**config.mk**
```make
export PLATFORM = sky130hd
export DESIGN_NAME = prime_check
export DESIGN_NICKNAME = d
export VERILOG_FILES = /design/src/rtl/prime_check_pkg.sv /design/src/rtl/prime_check_divmod.sv /design/src/rtl/prime_check.sv
export SDC_FILE = /design/constraint.sdc
export NUM_CORES = 1
export LEC_CHECK = 0
export ABC_CLOCK_PERIOD_IN_PS = 3200
export BUFFER_PORTS_ARGS = -buffer_cell sky130_fd_sc_hd__buf_4
export CELL_PAD_IN_SITES_DETAIL_PLACEMENT = 1
export CELL_PAD_IN_SITES_GLOBAL_PLACEMENT = 1
export CORE_MARGIN = 10
export CORE_UTILIZATION = 46
export DETAILED_ROUTE_END_ITERATION = 10
export HOLD_SLACK_MARGIN = 0.1
export PLACE_DENSITY_LB_ADDON = 0.08
export REMOVE_ABC_BUFFERS = 1
export SYNTH_ARGS = -nofsm -noshare
export SYNTH_HDL_FRONTEND = slang
export SYNTH_HIERARCHICAL = 1
export SYNTH_SLANG_ARGS = --single-unit
```
**constraint.sdc**
```tcl
create_clock -name clk -period 3.2 [get_ports clk]
set_clock_uncertainty 0.15 [all_clocks]
set_input_delay 0.48 -clock clk [delete_from_list [all_inputs] [get_ports clk]]
set_output_delay 0.48 -clock clk [all_outputs]
set_load 0.01 [all_outputs]
```
**src/rtl/prime_check_pkg.sv**
```systemverilog
// Shared constants for the prime_check trial-division tester.
package prime_check_pkg;

   // Controller state encodings (2-bit, kept as plain constants).
   localparam logic [1:0] PC_IDLE  = 2'd0;
   localparam logic [1:0] PC_ISSUE = 2'd1;
   localparam logic [1:0] PC_WAIT  = 2'd2;

   // First divisor tried for every candidate.
   localparam int FIRST_DIVISOR = 2;

endpackage

```
**src/rtl/prime_check_divmod.sv**
```systemverilog
// Restoring unsigned divider with a go/ready/error handshake.
// One quotient bit per cycle; ready is registered and drops the cycle after go.
module prime_check_divmod #(
   parameter int WIDTH_LOG = 4
) (
   input  logic                        clk,
   input  logic                        rst,
   input  logic                        go,
   input  logic [(1<<WIDTH_LOG)-1:0]   a,
   input  logic [(1<<WIDTH_LOG)-1:0]   b,
   output logic                        ready,
   output logic [(1<<WIDTH_LOG)-1:0]   div,
   output logic [(1<<WIDTH_LOG)-1:0]   mod,
   output logic                        error
);
   import prime_check_pkg::*;

   localparam int WIDTH = 1 << WIDTH_LOG;

   logic                 ready_reg;
   logic                 error_reg;
   logic [WIDTH-1:0]     quo_reg;
   logic [WIDTH-1:0]     rem_reg;
   logic [WIDTH-1:0]     den_reg;
   logic [WIDTH_LOG-1:0] count_reg;

   logic [WIDTH:0]       rem_shift;
   logic                 fits;
   logic [WIDTH-1:0]     rem_next;
   logic [WIDTH-1:0]     quo_next;

   // One restoring step: shift in the next dividend bit, subtract if it fits.
   always_comb begin
      rem_shift = {rem_reg, quo_reg[WIDTH-1]};
      fits      = (rem_shift >= {1'b0, den_reg});
      rem_next  = fits ? WIDTH'(rem_shift - {1'b0, den_reg}) : rem_shift[WIDTH-1:0];
      quo_next  = {quo_reg[WIDTH-2:0], fits};
   end

   // Accept a request when idle, then iterate WIDTH steps before raising ready.
   always_ff @(posedge clk) begin
      if (rst) begin
         ready_reg <= 1'b1;
         error_reg <= 1'b0;
         quo_reg   <= '0;
         rem_reg   <= '0;
         den_reg   <= '0;
         count_reg <= '0;
      end else if (ready_reg) begin
         if (go) begin
            ready_reg <= 1'b0;
            error_reg <= (b == '0);
            quo_reg   <= a;
            rem_reg   <= '0;
            den_reg   <= b;
            count_reg <= '0;
         end
      end else begin
         quo_reg   <= quo_next;
         rem_reg   <= rem_next;
         count_reg <= count_reg + 1'b1;
         if (count_reg == WIDTH_LOG'(WIDTH - 1)) begin
            ready_reg <= 1'b1;
         end
      end
   end

   assign ready = ready_reg;
   assign error = error_reg;
   assign div   = quo_reg;
   assign mod   = rem_reg;

endmodule

```
**src/rtl/prime_check.sv**
```systemverilog
// Trial-division primality tester driving an embedded divmod.
// Tries d = 2, 3, 5, 7, ... and stops when n/d < d (prime) or n%d == 0.
module prime_check #(
   parameter int WIDTH_LOG = 4
) (
   input  logic                        clk,
   input  logic                        rst,
   input  logic                        go,
   input  logic [(1<<WIDTH_LOG)-1:0]   n,
   output logic                        ready,
   output logic                        is_prime,
   output logic [(1<<WIDTH_LOG)-1:0]   factor,
   output logic                        error
);
   import prime_check_pkg::*;

   localparam int WIDTH = 1 << WIDTH_LOG;

   logic [1:0]       state_reg;
   logic [WIDTH-1:0] n_reg;
   logic [WIDTH-1:0] d_reg;
   logic             ready_reg;
   logic             is_prime_reg;
   logic [WIDTH-1:0] factor_reg;
   logic             error_reg;

   logic             dm_go;
   logic [WIDTH-1:0] dm_a;
   logic [WIDTH-1:0] dm_b;
   logic             dm_ready;
   logic [WIDTH-1:0] dm_div;
   logic [WIDTH-1:0] dm_mod;
   logic             dm_error;

   // Operands come straight from registers, so they stay stable through WAIT.
   assign dm_go = (state_reg == PC_ISSUE);
   assign dm_a  = n_reg;
   assign dm_b  = d_reg;

   prime_check_divmod #(
      .WIDTH_LOG (WIDTH_LOG)
   ) u_divmod (
      .clk   (clk),
      .rst   (rst),
      .go    (dm_go),
      .a     (dm_a),
      .b     (dm_b),
      .ready (dm_ready),
      .div   (dm_div),
      .mod   (dm_mod),
      .error (dm_error)
   );

   // Controller: accept a candidate, issue one division per divisor, decide.
   always_ff @(posedge clk) begin
      if (rst) begin
         state_reg    <= PC_IDLE;
         n_reg        <= '0;
         d_reg        <= '0;
         ready_reg    <= 1'b1;
         is_prime_reg <= 1'b0;
         factor_reg   <= '0;
         error_reg    <= 1'b0;
      end else begin
         case (state_reg)
            PC_IDLE: begin
               if (go) begin
                  n_reg <= n;
                  if (n < WIDTH'(2)) begin
                     is_prime_reg <= 1'b0;
                     factor_reg   <= '0;
                  end else begin
                     d_reg     <= WIDTH'(FIRST_DIVISOR);
                     ready_reg <= 1'b0;
                     state_reg <= PC_ISSUE;
                  end
               end
            end
            PC_ISSUE: begin
               state_reg <= PC_WAIT;
            end
            PC_WAIT: begin
               if (dm_ready) begin
                  if (dm_error) begin
                     error_reg    <= 1'b1;
                     is_prime_reg <= 1'b0;
                     factor_reg   <= '0;
                     ready_reg    <= 1'b1;
                     state_reg    <= PC_IDLE;
                  end else if (dm_div < d_reg) begin
                     // d*d > n: no factor left below sqrt(n). Also covers n == d.
                     is_prime_reg <= 1'b1;
                     factor_reg   <= n_reg;
                     ready_reg    <= 1'b1;
                     state_reg    <= PC_IDLE;
                  end else if (dm_mod == '0) begin
                     is_prime_reg <= 1'b0;
                     factor_reg   <= d_reg;
                     ready_reg    <= 1'b1;
                     state_reg    <= PC_IDLE;
                  end else begin
                     d_reg     <= (d_reg == WIDTH'(2)) ? WIDTH'(3) : d_reg + WIDTH'(2);
                     state_reg <= PC_ISSUE;
                  end
               end
            end
            default: begin
               state_reg <= PC_IDLE;
               ready_reg <= 1'b1;
            end
         endcase
      end
   end

   assign ready    = ready_reg;
   assign is_prime = is_prime_reg;
   assign factor   = factor_reg;
   assign error    = error_reg;

endmodule

```
==> metrics.md, run 1 <==
| Metric | Value |
|---|---|
| Outcome | finished clean |
| CTS resizes | 0 |
| Gr ovfl total | 0 |
| RSZ-0062 raised after global routing | no |
| Synth Area in Adders | 7.10% |
| Chip width | 135 um |
| Crit path time final | 2.92 ns |
| Via density | 6.09 |
| Initial core utilization | 47.7% |
| Initial antenna violation count | 0 |
| Syn. warnings | 6 |
| Cell-internal power | 0.00261 W |
| Library cells used by synthesis | 69 |
| HP Class | input port to register |
| Final setup violation count | 0 |
| Worst-path clk slew | 0.07 ns |
| Design area | 6920 um2 |
| Core Area | 12,800 um2 |
| Crit path max-delay family | compound AO/OA/AOI/OAI gates |
| Crit-path slowest cell | or4_4 |
| Multi-input logic area | 3630 um2 |
| WS Path Type | register to register |
| Post-synth ARST share | 0% |
| Post-Synth Simple-Gate Area | 26.9% |
| CP Launch Type | register |
| Post-Syn Area | 6090 um2 |
| # diodes | 0 |
| Final worst path period share | 91.3% |
| FF/Latch Area | 2140 um2 |
| Seq pwr share | 34.0% |
| WL/cell | 20.4 um |
| Peak per-stage delay on the critical path | 0.55 ns |
| Worst setup EP type | register |
| Flops & latches, synth | 107 |
| Die ar. | 18,300 um2 |
| Prevailing post-synth register cell | dfxtp_1 |
| Net Sw Frac | 42.2% |
| First-pass iteration count of the detailed router | 5 |
| Syn avg cell area | 7.78 um2 |
| DRT antenna net count | 0 |
| Filler Cells Inserted | 1,585 |
| Crit-path max FO | 12 |
| Final slew viol count | 0 |
| First-pass GRT wire length | 32,900 um |
| Initial DRC Count | 294 |
| Leading area contributor after synthesis | dfxtp_1 |
| Row cnt | 41 |
| H-tree depth | 3 |
| WHS Endpoint | dm_a[0] |
| Post-CTS Hold Buffers | 0 |
| R2R Path Start | u_divmod/mod[6] |
| Power share of the clock group | 24.9% |
| Largest family of logic cells by synthesized area | simple AND/OR/NAND/NOR gates |
| Critical path arrival | 3.05 ns |
| DRC viols | 0 |
| Final core utilization | 54.2% |
| WP data required | 3.33 ns |
| CTS Root Cell | clkbuf_16 |
| DP Worst Slack | 0.345 ns |
| Multiplexer share of the synthesized area | 2.63% |
| Synth top area share | 35.1% |
| Capturing point of the worst reg2reg path | u_divmod/mod[9] |
| Post-Syn Instances | 783 |
| Worst hold stages | 3 |
| Setup Buffers After CTS | 0 |
| Leakage | 2.61 nW |
| Post-route setup slack | 0.279 ns |
| CTS Buffer Depth | 2 |
| Max-cap violations | 0 |
| Cts bufs inserted | 9 |
| Reg2reg path depth | 7 |
| GRT Total Usage | 22.2% |
| Largest net degree at the start of global routing | 47 |
| Via count | 6,044 |
| Max VDD drop | 363 uV |
| Min-delay src | n[0] |
| Fmax | 342 MHz |
| Final HPWL DP | 15,100 um |
| Clk Latency, worst-skew pair | 0.36 ns |
| Combinational power share | 41.1% |
| Port buffer count | 37 |
| P_sw | 0.00190 W |
| Gp weighted congestion | 0.897 |
| CTS sink cnt | 107 |
| Top post-synthesis cells by area | dfxtp_1, nand2_1, ha_1, nand3_1, a21oi_1 |
| Die H | 135 um |
| Relative slew slack | 45.5% |
| Crit-path cells | ha_1, inv_1, or4_4, o21a_1, o21ai_2, o21ai_0, o21ai_1 |
| Final Hold Viols | 0 |
| Post-synthesis xor/xnor area fraction | 1.15% |
| FF-to-FF setup slack | 0.28 ns |
| # IOs | 38 |
| Power per cell area | 652 nW/um2 |
| Share of layout cells above drive strength 1 | 12.1% |
| TritonCTS clock tree | built |
| Post-DP Area | 6620 um2 |
| Worst path bufs/invs | 1 |
| Final WL | 20,200 um |
| Vias in the first global route | 6,294 |
| EDFF count, synth | 0 |
| Final nets | 868 |
| Least-Margin Pin Slew | 0.815 ns |
| Setup_tns | 0 ns |
| Synth Area in Compound Gates | 21.6% |
| Area Growth Syn to Fin | 13.5% |
| Seq/Total Area, Yosys | 35.1% |
==> worst register-to-register path, cell delays in order (launching register included) <==
cell,delay (ns)
dfxtp_1,0.35
ha_1,0.40
inv_1,0.12
or4_4,0.55
o21a_1,0.20
o21ai_2,0.50
o21ai_0,0.34
o21ai_1,0.23
==> routing by layer <==
| layer | GRT usage (%) | part of all wire (%) | vias to the layer above |
|---|---|---|---|
| met2 | 38.7 | 50 | 154 |
| met5 | 0 | 0 | - |
| met1 | 25.5 | 42 | 2942 |
| met3 | 4.75 | 4.1 | 47 |
| li1 | - | - | 2901 |
| met4 | 9.99 | 3.1 | 0 |
==> placed cells by master (no fill, tap or decap), types with 4 or more instances in the layout <==
master / Yosys / final
a2111oi_0: 4 / 4
a211oi_1: 21 / 21
a21o_1: 4 / 4
a21oi_1: 56 / 56
a31oi_1: 5 / 5
a41oi_1: 4 / 4
and2_1: 11 / 11
and3_1: 7 / 7
buf_4: 1 / 67
clkbuf_16: 0 / 9
dfxtp_1: 107 / 107
ha_1: 33 / 33
inv_1: 35 / 35
mux2i_1: 16 / 16
nand2_1: 127 / 127
nand2b_1: 6 / 6
nand3_1: 70 / 70
nand3b_1: 4 / 4
nand4_1: 14 / 14
nor2_1: 50 / 50
nor2b_1: 6 / 5
nor3_1: 12 / 12
nor4_1: 14 / 14
o2111ai_1: 4 / 4
o211ai_1: 27 / 27
o21a_1: 5 / 5
o21ai_0: 21 / 21
o21ai_1: 6 / 6
o221ai_1: 4 / 4
or3_1: 6 / 6
or4_1: 5 / 5
xnor2_1: 4 / 4
xor2_1: 4 / 4
==> metrics by stage <==
stage	hold slack (ns)	std cells	power (W)
6_report	0.221	992	0.00451
4_1_cts	0.212	992	0.00450
3_5_place_dp	0.297	976	0.00337
3_3_place_gp	0.293	976	0.00330
2_1_floorplan	0.280	737	0.00267
5_1_grt	0.219	992	0.00477
==> cell usage after synthesis (2+ instances only) <==
master / n
o31ai_2: 3
a31oi_1: 5
mux2i_1: 16
and3_1: 7
nor2_1: 50
buf_6: 2
a311o_1: 2
o221ai_1: 4
nand2b_1: 6
o2111ai_1: 4
dfxtp_1: 107
o21a_1: 5
nand4_1: 14
o21ai_1: 6
nor3_1: 12
nand2_2: 2
nand2_1: 127
or4_1: 5
a21o_1: 4
nor4_1: 14
nand3b_1: 4
buf_2: 6
clkbuf_1: 33
a2111oi_0: 4
or2_2: 2
o21ai_0: 21
a211oi_1: 21
nand3_1: 70
buf_1: 4
and2_1: 11
o22ai_1: 3
inv_1: 35
o211ai_1: 27
or3_1: 6
nor2b_1: 6
xnor2_1: 4
ha_1: 33
o211a_1: 2
xor2_1: 4
a41oi_1: 4
a32o_1: 3
a21oi_1: 56
or4_4: 2
o22a_1: 2
==> cell type report <==
class                           instances  area share [%]
Multi-Input combinational cell        594            52.4
Clock buffer                           11            3.65
Tap cell                              172            3.11
Timing Repair Buffer                   67            7.27
Clock inverter                          5           0.615
Inverter                               36            1.95
Sequential cell                       107            31.0
==> power by group through the flow <==
stage | clock [W] | sequential [W] | combinational, W
5_1_grt | 0.00120 | 0.00155 | 0.00202
3_3_place_gp | 0 | 0.00156 | 0.00174
6_report | 0.00113 | 0.00153 | 0.00186
2_1_floorplan | 0 | 0.00154 | 0.00113
3_5_place_dp | 0 | 0.00156 | 0.00181
4_1_cts | 0.00115 | 0.00153 | 0.00182
==> cells by family (layout without fill, tap and decap cells) <==
logic type | Yosys count | in the layout
adder cells (fa/ha/maj) | 34 | 34
AO/OA/AOI/OAI | 192 | 192
flip-flops | 107 | 107
buffers and inverters | 82 | 119
XOR/XNOR | 8 | 8
multiplexers | 16 | 16
AND/OR/NAND/NOR | 344 | 344
==> how the worst max path moves through the flow <==
stage                             start         endpoint  slack [ns]  cells past startpoint
detailed placement             d_reg[3]        d_reg[12]        0.34                      8
CTS                            d_reg[3]        d_reg[12]        0.33                      8
floorplan                u_divmod/ready         d_reg[9]        0.26                      6
global placement               d_reg[3]        d_reg[12]        0.42                      8
global route        u_divmod/den_reg[1]  u_divmod/mod[9]        0.05                      8
finish                  u_divmod/mod[6]  u_divmod/mod[9]        0.28                      7
No activity file was read; power rests on OpenSTA's default activity.
==> run 2, diff against run 1 <==
--- a/config.mk
+++ b/config.mk
@@ -13,6 +13,7 @@
 export CORE_UTILIZATION = 46
 export DETAILED_ROUTE_END_ITERATION = 10
 export HOLD_SLACK_MARGIN = 0.1
+export MAX_ROUTING_LAYER = met4
 export PLACE_DENSITY_LB_ADDON = 0.08
 export REMOVE_ABC_BUFFERS = 1
 export SYNTH_ARGS = -nofsm -noshare
==> metrics.md, run 2 (same netlist as run 1, synthesis figures left out) <==
| Metric | Value |
|---|---|
| DRC viols | 0 |
| CP Launch Type | register |
| Crit path time final | 2.91 ns |
| Final nets | 868 |
| RSZ-0062 raised after global routing | no |
| Port buffer count | 37 |
| Row cnt | 41 |
| WP data required | 3.33 ns |
| Area Growth Syn to Fin | 13.2% |
| Clk Latency, worst-skew pair | 0.36 ns |
| Non-Filler Instances | 991 |
| H-tree depth | 3 |
| Via count | 6,018 |
| Final setup violation count | 0 |
| Fmax | 343 MHz |
| First-pass iteration count of the detailed router | 5 |
| Met2 Use GR | 40.6% |
| CTS Buffer Depth | 2 |
| Final Hold Viols | 0 |
| Worst setup startpoint | d_reg[9] |
| Worst hold stages | 3 |
| First-pass GRT wire length | 33,400 um |
| Post-CTS Hold Buffers | 0 |
| Cts bufs inserted | 9 |
| # IOs | 38 |
| Crit-path cells | inv_1, ha_1, a21oi_1, o21ai_0, a211oi_1, a2111o_1, or4_1, a21oi_1 |
| Commonest non-fill, non-tap cell in the layout | nand2_1 |
| Initial DRC Count | 402 |
| Die ar. | 18,300 um2 |
| Die H | 135 um |
| Initial core utilization | 47.7% |
| Final WL | 20,300 um |
| TritonCTS clock tree | built |
| GRT Total Usage | 23.2% |
| CTS Root Cell | clkbuf_16 |
| Gp weighted congestion | 0.893 |
| FF/Latch Area | 2140 um2 |
| Peak per-stage delay on the critical path | 0.53 ns |
| Gr ovfl total | 0 |
| Max-cap violations | 0 |
| Final slew viol count | 0 |
| Max VDD drop | 267 uV |
| Initial antenna violation count | 0 |
| CTS resizes | 0 |
| DRT antenna net count | 0 |
| Inst Count DP | 976 |
| Most frequent cells in the layout | nand2_1, dfxtp_1, nand3_1 |
| R2R Path Start | d_reg[9] |
| Power per cell area | 653 nW/um2 |
| Leakage | 2.60 nW |
| Crit path to | d_reg[9] |
| Capturing point of the worst reg2reg path | d_reg[9] |
| Largest net degree at the start of global routing | 47 |
| Crit-path slowest cell | or4_1 |
| Least-Margin Pin Slew | 1.24 ns |
| Final worst path period share | 91.0% |
| CTS sink cnt | 107 |
| Crit-path max FO | 9 |
| FF-to-FF setup slack | 0.29 ns |
| WS Path Type | register to register |
| Vias in the first global route | 6,340 |
| Share of layout cells above drive strength 1 | 11.7% |
| WL/cell | 20.5 um |
| Chip width | 135 um |
| Setup Buffers After CTS | 0 |
| Via density | 6.07 |
| Multi-input logic area | 3620 um2 |
| GRT busiest layer | met2 |
| Setup_tns | 0 ns |
| Core Area | 12,800 um2 |
| Worst-path clk slew | 0.08 ns |
| Outcome | finished clean |
| GR Util met3 | 3.86% |
| Reg2reg path depth | 8 |
| Relative slew slack | 17.0% |
| Met1 Use GR | 26.2% |
| Filler Cells Inserted | 1,571 |
| Worst setup EP type | register |
| HP Class | input port to register |
| Final HPWL DP | 15,400 um |
| Crit-path most repeated cell | a21oi_1 |
| # diodes | 0 |
| Critical path arrival | 3.05 ns |
run 2: area by class of cell:
cell class,count,area share (%)
timing repair buffer,67,7.29
clock buffer,11,3.37
inverter,36,1.96
tap,172,3.12
clock inverter,4,0.761
multi-input combinational,594,52.5
sequential,107,31.0
run 2: metrics by stage:
step	util (%)	instance area, um2	setup WS, ns	hold slack (ns)	total power [W]
4_1_cts	54.0	6900	0.320	0.221	0.00451
3_5_place_dp	51.8	6620	0.342	0.299	0.00339
2_1_floorplan	-	5900	0.265	0.280	0.00267
3_3_place_gp	51.8	6620	0.411	0.293	0.00330
6_report	54.0	6900	0.288	0.224	0.00451
5_1_grt	54.0	6900	0.123	0.225	0.00475
run 2: per-layer routing:
metal	vias to the layer above	share of wire (%)
li1	2906	-
met1	2969	44
met2	110	51
met3	33	2.8
met4	0	2.3
met5	-	0
run 2: worst min-delay path by stage:
stage | from | endpoint | slack, ns
after floorplan | u_divmod/den_reg[10] | u_divmod/den_reg[10] | 0.28
after global placement | u_divmod/den_reg[10] | u_divmod/den_reg[10] | 0.29
after detailed placement | u_divmod/den_reg[6] | u_divmod/den_reg[6] | 0.30
after CTS | n[6] | dm_a[6] | 0.22
after global routing | n[0] | dm_a[0] | 0.22
final | n[6] | dm_a[6] | 0.22
run 2: power breakdown:
| part | internal (W) | total, W | switching, W | leakage, nW |
|---|---|---|---|---|
| Sequential | 0.00143 | 0.00153 | 0.000104 | 0.868 |
| Clock | 0.000604 | 0.00111 | 0.000510 | 0.128 |
| Combinational | 0.000599 | 0.00186 | 0.00126 | 1.61 |
| Total | 0.00263 | 0.00451 | 0.00188 | 2.60 |
run 2: worst max-delay path: cells and delay by family, from the launching register on:
family	cells	cell delay (ns)
flops	1	0.48
fa+ha+maj	1	0.34
simple gates	1	0.53
compound gates	5	1.19
buf+inv	1	0.16
